## config.mk

```make
export PLATFORM = sky130hd
export DESIGN_NAME = mem_arbiter
export DESIGN_NICKNAME = d
export VERILOG_FILES = /design/src/rtl/mem_arbiter.sv
export SDC_FILE = /design/constraint.sdc
export NUM_CORES = 1
export LEC_CHECK = 0
export ABC_CLOCK_PERIOD_IN_PS = 3300
export CORE_AREA = 2 2 400 402
export CTS_CLUSTER_DIAMETER = 120
export DETAILED_ROUTE_END_ITERATION = 8
export DIE_AREA = 0 0 402 404
export SLEW_MARGIN = 10
export SYNTH_ARGS = -nofsm -noshare
export SYNTH_HDL_FRONTEND = slang
export SYNTH_SLANG_ARGS = --single-unit
```

## constraint.sdc

```tcl
create_clock -name clk_i -period 3.3 [get_ports clk_i]
set_clock_uncertainty 0.1 [all_clocks]
set_input_delay 0.66 -clock clk_i [delete_from_list [all_inputs] [get_ports clk_i]]
set_output_delay 0.66 -clock clk_i [all_outputs]
set_load 0.02 [all_outputs]
```

## src/rtl/mem_arbiter.sv

```systemverilog
// Round-robin arbiter in front of a single-request memory controller.
// Several line-wide read/write clients share one request port, with exactly
// one request in flight at a time. Each read line or write ack is routed back
// to the client that issued it. A watchdog raises a sticky error if the memory
// controller never completes a request.
module mem_arbiter #(
    parameter int unsigned NumClients    = 4,
    parameter int unsigned AddrWidth     = 24,
    parameter int unsigned LineWidth     = 128,
    parameter int unsigned TimeoutCycles = 4096
) (
    input  logic                            clk_i,
    input  logic                            rst_ni,
    // Client side
    input  logic [NumClients-1:0]           req_valid_i,
    input  logic [NumClients-1:0]           req_write_i,
    input  logic [NumClients*AddrWidth-1:0] req_addr_i,
    input  logic [NumClients*LineWidth-1:0] req_wdata_i,
    output logic [NumClients-1:0]           req_ready_o,
    output logic [NumClients-1:0]           resp_valid_o,
    output logic [LineWidth-1:0]            resp_data_o,
    output logic                            err_o,
    // Memory controller side
    input  logic                            mem_enabled_i,
    input  logic                            mem_ready_i,
    output logic                            mem_r_valid_o,
    output logic                            mem_w_valid_o,
    output logic [AddrWidth-1:0]            mem_addr_o,
    output logic [LineWidth-1:0]            mem_wdata_o,
    input  logic                            mem_r_valid_i,
    input  logic [LineWidth-1:0]            mem_rdata_i
);

    localparam int unsigned IdxW  = (NumClients > 1) ? $clog2(NumClients) : 1;
    // One spare bit so ptr + offset never wraps before the modulo correction.
    localparam int unsigned CandW = IdxW + 1;
    localparam int unsigned CntW  = $clog2(TimeoutCycles + 1);

    typedef enum logic [1:0] {
        StIdle,
        StIssue,
        StWait
    } state_e;

    state_e                 state_q;
    logic [IdxW-1:0]        ptr_q;
    logic [IdxW-1:0]        owner_q;
    logic [AddrWidth-1:0]   addr_q;
    logic [LineWidth-1:0]   wdata_q;
    logic                   write_q;
    logic                   err_q;
    logic                   mem_r_valid_q;
    logic                   mem_w_valid_q;
    logic [NumClients-1:0]  resp_valid_q;
    logic [LineWidth-1:0]   resp_data_q;
    logic [CntW-1:0]        cnt_q;

    logic [IdxW-1:0]        winner;
    logic                   found;
    logic                   grant;
    logic [CandW-1:0]       cand;

    // Pick the first valid client after the last winner, wrapping modulo NumClients.
    always_comb begin
        winner = ptr_q;
        found  = 1'b0;
        cand   = '0;
        for (int unsigned i = 1; i <= NumClients; i++) begin
            cand = CandW'(ptr_q) + CandW'(i);
            if (cand >= CandW'(NumClients)) begin
                cand = cand - CandW'(NumClients);
            end
            if (!found && req_valid_i[cand[IdxW-1:0]]) begin
                found  = 1'b1;
                winner = cand[IdxW-1:0];
            end
        end
    end

    // Grant only from idle, with the controller free and no latched error.
    always_comb begin
        grant       = (state_q == StIdle) && mem_enabled_i && mem_ready_i && found && !err_q;
        req_ready_o = '0;
        if (grant) begin
            req_ready_o[winner] = 1'b1;
        end
    end

    // Request sequencing, watchdog and all registered outputs.
    always_ff @(posedge clk_i or negedge rst_ni) begin
        if (!rst_ni) begin
            state_q       <= StIdle;
            ptr_q         <= IdxW'(NumClients - 1);
            owner_q       <= '0;
            addr_q        <= '0;
            wdata_q       <= '0;
            write_q       <= 1'b0;
            err_q         <= 1'b0;
            mem_r_valid_q <= 1'b0;
            mem_w_valid_q <= 1'b0;
            resp_valid_q  <= '0;
            resp_data_q   <= '0;
            cnt_q         <= '0;
        end else begin
            resp_valid_q  <= '0;
            mem_r_valid_q <= 1'b0;
            mem_w_valid_q <= 1'b0;
            unique case (state_q)
                StIdle: begin
                    if (grant) begin
                        addr_q        <= req_addr_i[winner*AddrWidth +: AddrWidth];
                        wdata_q       <= req_wdata_i[winner*LineWidth +: LineWidth];
                        write_q       <= req_write_i[winner];
                        owner_q       <= winner;
                        ptr_q         <= winner;
                        mem_r_valid_q <= !req_write_i[winner];
                        mem_w_valid_q <= req_write_i[winner];
                        state_q       <= StIssue;
                    end
                end
                StIssue: begin
                    cnt_q   <= '0;
                    state_q <= StWait;
                end
                StWait: begin
                    // Reads finish on returned data, writes on the ready handshake.
                    if (write_q ? mem_ready_i : mem_r_valid_i) begin
                        resp_valid_q[owner_q] <= 1'b1;
                        if (!write_q) begin
                            resp_data_q <= mem_rdata_i;
                        end
                        state_q <= StIdle;
                    end else if (cnt_q == CntW'(TimeoutCycles - 1)) begin
                        err_q   <= 1'b1;
                        state_q <= StIdle;
                    end else if (cnt_q != '1) begin
                        cnt_q <= cnt_q + 1'b1;
                    end
                end
                default: begin
                    state_q <= StIdle;
                end
            endcase
        end
    end

    assign resp_valid_o  = resp_valid_q;
    assign resp_data_o   = resp_data_q;
    assign err_o         = err_q;
    assign mem_r_valid_o = mem_r_valid_q;
    assign mem_w_valid_o = mem_w_valid_q;
    assign mem_addr_o    = addr_q;
    assign mem_wdata_o   = wdata_q;

endmodule
```

==> impl_metrics.json, run 1 <==
{
  "max_freq_mhz": 312,
  "switching_share_pct": 44.1,
  "p_int_mw": 15.4,
  "cts_max_path_buffers": 3,
  "grt_pass1_wl_um": 185000,
  "die_w_um": 402,
  "synth_top_flop_cell": "dfrtp_1",
  "postRouteAntennaNets": 0,
  "gr-total-overflow": 0,
  "routed_wl_um": 144000,
  "finalSetupViolations": 0,
  "ys_seq_area_share_pct": 47.6,
  "routed_via_density": 3.91,
  "yosys_warnings": 0,
  "io_pins": 1040,
  "final.min_clock_period_ps": 3200,
  "relSlewSlack_pct": 35.2,
  "reg2reg_depth": 9,
  "max_stage_delay_ps": 570,
  "rsz0062_at_grt": "true",
  "route.detailed.drc": 0,
  "ir_drop_mv": 0.514,
  "reg2reg_setup_slack_ps": 150,
  "clkSlewWorstSetupHoldPaths_ps": 50,
  "critPathRequiredTime_ps": 2540,
  "start_util_pct": 10.2,
  "synth_area_leaders": "dfrtp_1 47%, a211oi_1 11%, mux2_2 8.9%, mux2i_1 7.4%, nand2_1 4.6%",
  "h-tree-depth": 2,
  "synth_top_area_share_pct": 47.3,
  "netlist_instances": 1613,
  "fin_nets": 3408,
  "synth_most_common_cell": "dfrtp_1",
  "hold_depth": 1,
  "area.growth.synth_to_final_pct": 95.2,
  "num_rows": 146,
  "avgSynthCellArea_um2": 10.0,
  "synth_simple_gate_area_share_pct": 15.6,
  "p_leak_nw": 12.0,
  "synth_xor_area_share_pct": 0.542,
  "layoutNonFillerInstCount": 4785,
  "synth_top_family_by_area": "multiplexers",
  "async_flop_share_pct": 100,
  "synth_area_um2": 16100,
  "synth.distinct_cells": 42,
  "synth_top_area_cell": "dfrtp_1",
  "slew_violations": 0,
  "coreArea_um2": 158000,
  "numPortBuffers": 1039,
  "vias": 18731,
  "root_buffer": "clkbuf_16",
  "syn_nets": 2363,
  "crit_fanout": 5,
  "route.detailed.wl_per_inst_um": 30.1,
  "clockPowerShare_pct": 20.6,
  "die_area_um2": 162000,
  "p_seq_share_pct": 24.6,
  "synthMuxAreaShare_pct": 16.4,
  "start_kind": "register",
  "antenna_found_initial": 99,
  "grt_pass1_vias": 18790,
  "p_comb_share_pct": 54.8,
  "status": "finished, final reports clean",
  "worst_skew_pair.late_latency_ps": 620,
  "critical_path.most_common_cell": "nor2_4",
  "critPathArrivalTime_ps": 2440,
  "drive_above_1_share_pct": 12.8,
  "synth_edf_count": 0,
  "path_cells": "mux2i_2, nor2_4, or3b_4, buf_12, nor2_4, buf_6",
  "path_class": "register to output pin",
  "power_density_nw_per_um2": 872,
  "synth_common_cells": "305 x dfrtp_1, 232 x a211oi_1, 198 x nand2_1",
  "worstMarginPinSlew_ps": 966,
  "crit_slowest_cell": "dfstp_2",
  "drv_cap": 0,
  "drtIter0Drc": 1406,
  "worstHoldPathType": "register to register",
  "end_kind": "output pin",
  "synth_fa_ha_area_share_pct": 0.0775,
  "pre_cts_slack_ps": -934,
  "cts_tree": "built",
  "post_dp_cell_area_um2": 29600,
  "grt_max_degree": 153,
  "place_congestion": 0.936,
  "timing.final.ws_setup_ps": 95.4,
  "hold_viol": 0,
  "dr.pass1.iters": 7,
  "cts_sinks": 307,
  "p_sw_mw": 12.1,
  "post-route-period-util_pct": 97.1,
  "synth-seq-cells": 307,
  "cts_inserted_buffers": 47,
  "fin_area_um2": 31500,
  "grt_util_all_layers_pct": 17.0,
  "dp_hpwl_um": 118000,
  "chipHeight_um": 404,
  "synth_compound_area_share_pct": 15.3,
  "placed_cells": 4675
}
[metal layers]
layer	vias up	track usage, %	wire [um]
met5	-	0.595	530
met4	64	3.67	3510
met3	224	7.28	15000
met2	975	26.7	64900
met1	9446	21.3	60100
li1	8022	-	-
[worst max-delay path, delay by kind of cell (launching register included)]
family | cells | cell delay, ps
buf+inv | 2 | 320
flops | 1 | 570
mux | 1 | 270
simple gates | 3 | 640
[power by group through the flow]
stage / Combinational (mW) / Sequential, mW / Clock, mW
finish: 15.0 / 6.77 / 5.66
floorplan: 4.37 / 8.63 / 0
global placement: 15.1 / 6.76 / 0
global route: 15.8 / 6.97 / 5.98
CTS: 15.3 / 6.77 / 5.86
detailed placement: 15.1 / 6.78 / 0
[layout make-up]
cell class	instances	area [um2]
Timing Repair Buffer	1148	11600
Tap cell	2072	2590
Clock inverter	25	397
Multi-Input combinational cell	1153	7860
Inverter	1	3.75
Clock buffer	61	1310
Antenna cell	18	45.0
Fill cell	17426	126000
Sequential cell	307	7690
[layout by cell type (no fill, tap or decap), drive strengths merged, types with 2 or more instances in the layout]
cell type	synthesis	final
nor3b	5	5
xnor2	10	10
clkbuf	94	61
nor3	121	121
a21oi	6	6
nand3	8	8
dlygate4sd2	0	6
clkinvlp	0	2
and3	3	3
dfrtp	305	305
nand2	198	198
a311oi	36	36
inv	1	4
and2	39	39
a31o	2	2
nand3b	2	2
mux2i	120	120
buf	58	113
clkinv	0	12
nor4	7	7
mux2	128	128
dfstp	2	2
nor2b	4	4
a211oi	232	232
o221ai	2	2
clkdlybuf4s50	0	1028
bufinv	0	8
nor2	179	179
diode	0	18
nand2b	5	5
a221oi	36	36
[state kept, by name, indices dropped and copies added, names as in the netlist]
register and count:
resp_valid_o 4, cnt_q 13, mem_r_valid_o 1, owner_q 2
resp_data_o 128, write_q 1, mem_wdata_o 128, mem_w_valid_o 1
mem_addr_o 24, err_o 1, ptr_q 2, state_q 2
[stage by stage]
| stage | hold slack (ps) | power (mW) | TNS, ps | util [%] |
|---|---|---|---|---|
| after floorplan | 264 | 13.0 | 0 | - |
| after global placement | 373 | 21.9 | -103450 | 18.8 |
| after detailed placement | 373 | 21.9 | -106890 | 18.8 |
| after CTS | 392 | 27.9 | -18.6 | 19.9 |
| after global routing | 411 | 28.8 | -15.4 | 20.0 |
| final | 394 | 27.5 | 0 | 20.0 |
[cell families (layout without fill, tap and decap cells)]
kind of cell | count (synthesis) | in the layout
simple gates | 575 | 575
buf+inv | 153 | 1235
fa+ha+maj | 1 | 1
flops | 307 | 307
compound gates | 319 | 319
mux | 248 | 248
other cells | 0 | 18
xor+xnor | 10 | 10
[final timing paths]
| kind | start | end |
|---|---|---|
| setup / recovery | ptr_q[1]$_DFFE_PN1P_ | req_ready_o[0] |
| hold / removal | cnt_q[12]$_DFFE_PN0P_ | cnt_q[12]$_DFFE_PN0P_ |
| setup reg to reg | ptr_q[1]$_DFFE_PN1P_ | mem_wdata_o[10]$_DFFE_PN0P_ |
| hold reg to reg | cnt_q[12]$_DFFE_PN0P_ | cnt_q[12]$_DFFE_PN0P_ |
| max in group asynchronous | rst_ni | mem_wdata_o[22]$_DFFE_PN0P_ |
| min in group asynchronous | rst_ni | resp_data_o[107]$_DFFE_PN0P_ |
[timing repair]
action,4_1_cts,5_1_grt
pin swaps,7,3
resized for setup,42,2
hold endpoints to repair,10,0
buffers inserted,4,2
endpoints found under the setup margin,59,5
hold buffers,1,0
Note: power is estimated with default switching activity, not from simulation.
==> inputs of run 2 (changes only) <==
==> constraint.sdc (replaced) <==
create_clock -name clk_i -period 3.3 [get_ports clk_i]
set_clock_uncertainty 0.1 [all_clocks]
set_input_delay 0.495 -clock clk_i [delete_from_list [all_inputs] [get_ports clk_i]]
set_output_delay 0.495 -clock clk_i [all_outputs]
set_load 0.02 [all_outputs]
==> run 2 against run 1 <==
Compared with the run above: clock-buffer cell count grew 2; utilization decreased by 0.070 points; routed wire length grew 1.1%; design area down 0.35%; critical path depth grew 2; largest cell class unchanged; largest power group unchanged; highest routed layer unchanged.
==> impl_metrics.json, run 2 (synthesized netlist as in run 1, its figures left out) <==
{
  "reg2reg_setup_slack_ps": 270,
  "hold_end": "mem_addr_o[21]$_DFFE_PN0P_",
  "max_freq_mhz": 316,
  "dr.pass1.iters": 6,
  "worstMarginPinSlew_ps": 978,
  "final.min_clock_period_ps": 3170,
  "route.detailed.drc": 0,
  "crit_fanout": 5,
  "worst_skew_pair.late_latency_ps": 640,
  "area.growth.synth_to_final_pct": 94.5,
  "io_pins": 1040,
  "status": "finished, final reports clean",
  "hold_viol": 0,
  "switching_share_pct": 43.6,
  "slew_violations": 0,
  "p_seq_share_pct": 24.5,
  "relSlewSlack_pct": 34.8,
  "routed_wl_um": 146000,
  "clkSlewWorstSetupHoldPaths_ps": 60,
  "cts_sinks": 307,
  "drive_above_1_share_pct": 12.5,
  "die_w_um": 402,
  "grt_util_all_layers_pct": 17.0,
  "fin_area_um2": 31400,
  "postRouteAntennaNets": 0,
  "route.detailed.wl_per_inst_um": 30.5,
  "post_dp_cell_area_um2": 29500,
  "drv_cap": 0,
  "critPathArrivalTime_ps": 2570,
  "rr_startpoint": "ptr_q[1]$_DFFE_PN1P_",
  "start_kind": "input port",
  "rsz0062_at_grt": "false",
  "total_power_mw": 27.6,
  "cts_inserted_buffers": 45,
  "critPathRequiredTime_ps": 2700,
  "num_rows": 146,
  "start_util_pct": 10.2,
  "post-route-period-util_pct": 96.0,
  "numPortBuffers": 1039,
  "reg2reg_depth": 9,
  "die_area_um2": 162000,
  "hp-start": "req_addr_i[93]",
  "h-tree-depth": 2,
  "end_kind": "output pin",
  "worstHoldPathType": "input port to register",
  "fillers": 17364,
  "coreArea_um2": 158000,
  "finalSetupViolations": 0,
  "power_density_nw_per_um2": 879,
  "gr-total-overflow": 0,
  "place_congestion": 0.938,
  "path_class": "input port to output pin",
  "grt_pass1_wl_um": 185000,
  "final_common_cell": "clkdlybuf4s50_1",
  "antenna_found_initial": 92,
  "grt_max_degree": 123,
  "p_leak_nw": 12.0,
  "grt_pass1_vias": 18548,
  "clockPowerShare_pct": 21.8,
  "cts_max_path_buffers": 3,
  "final_cell_mix": "1034 x clkdlybuf4s50_1, 305 x dfrtp_1, 231 x a211oi_1",
  "ff_latch_area_um2": 7680,
  "fin_nets": 3396,
  "ir_drop_mv": 0.697,
  "chipHeight_um": 404,
  "vias": 18934,
  "multi_input_area_um2": 7850,
  "cts_tree": "built",
  "routed_via_density": 3.96,
  "dp_hpwl_um": 120000,
  "root_buffer": "clkbuf_16",
  "p_sw_mw": 12.0,
  "p_comb_share_pct": 53.8,
  "timing.rr.end": "mem_wdata_o[10]$_DFFE_PN0P_",
  "p_int_mw": 15.6,
  "drtIter0Drc": 1548,
  "hold_depth": 3
}
run 2: changes by cell type in the layout (fill, tap and decap cells not counted), sizes merged:
cell and delta:
bufinv +3, buf -11, clkinv -8, diode +7, clkdlybuf4s15 +1, clkdlybuf4s50 +6
clkbuf +2, dlygate4sd2 -6
run 2: per-stage QoR:
stage          hold WS [ps]  TNS (ps)  worst slack [ps]  utilization [%]  cells
6_report                326         0               131             19.9   4779
5_1_grt                 317         0              36.8             19.9   4766
4_1_cts                 270         0              7.44             19.8   4754
3_5_place_dp            378    -39660              -534             18.7   4668
3_3_place_gp            372    -40660              -559             18.7   4668
2_1_floorplan          99.4         0               721                -   1613
run 2: final cells by class:
cell class                      instances  share of cell area (%)
Clock buffer                           63                    4.31
Antenna cell                           25                   0.199
Sequential cell                       307                    24.5
Inverter                                1                  0.0120
Multi-Input combinational cell       1153                    25.0
Timing Repair Buffer                 1138                    36.4
Clock inverter                         20                    1.38
Tap cell                             2072                    8.26
run 2: power groups by stage:
stage               logic [mW]  clock network, mW  registers, mW
finish                    14.8               6.01           6.75
floorplan                 4.37                  0           8.63
detailed placement        14.9                  0           6.74
global placement          14.9                  0           6.72
CTS                       15.0               6.19           6.74
global route              15.5               6.31           6.96
run 2: how the worst max path moves through the flow:
stage,cells past startpoint,startpoint,slack (ps),end
2_1_floorplan,8,ptr_q[1]$_DFFE_PN1P_,720,req_ready_o[0]
3_3_place_gp,8,req_valid_i[3],-560,req_ready_o[2]
3_5_place_dp,8,req_valid_i[3],-530,req_ready_o[2]
4_1_cts,8,ptr_q[1]$_DFFE_PN1P_,7,req_ready_o[3]
5_1_grt,7,ptr_q[1]$_DFFE_PN1P_,40,req_ready_o[1]
6_report,8,req_valid_i[3],130,req_ready_o[1]
run 2: what timing repair did:
action | 4_1_cts | 5_1_grt
hold buffers | 1 | 0
setup buffers | 2 | 0
pin swaps | 3 | 5
endpoints found under the setup margin | 5 | 3
resized for setup | 20 | 4
endpoints found under the hold margin | 64 | 0
run 2: per-layer routing:
metal	track usage, %	vias to the layer above	wire length (um)
met4	4.93	58	3690
met2	26.6	1072	66300
met1	21.5	9549	60700
met5	0	-	369
li1	-	8017	-
met3	6.80	238	14600
run 2: critical path, stage by stage:
cell             delay [ps]
clkdlybuf4s50_1         550
nor4_4                  660
nor4_2                   90
buf_4                   180
buf_4                   150
nand2_4                 110
nor2_1                   70
clkdlybuf4s15_2         250
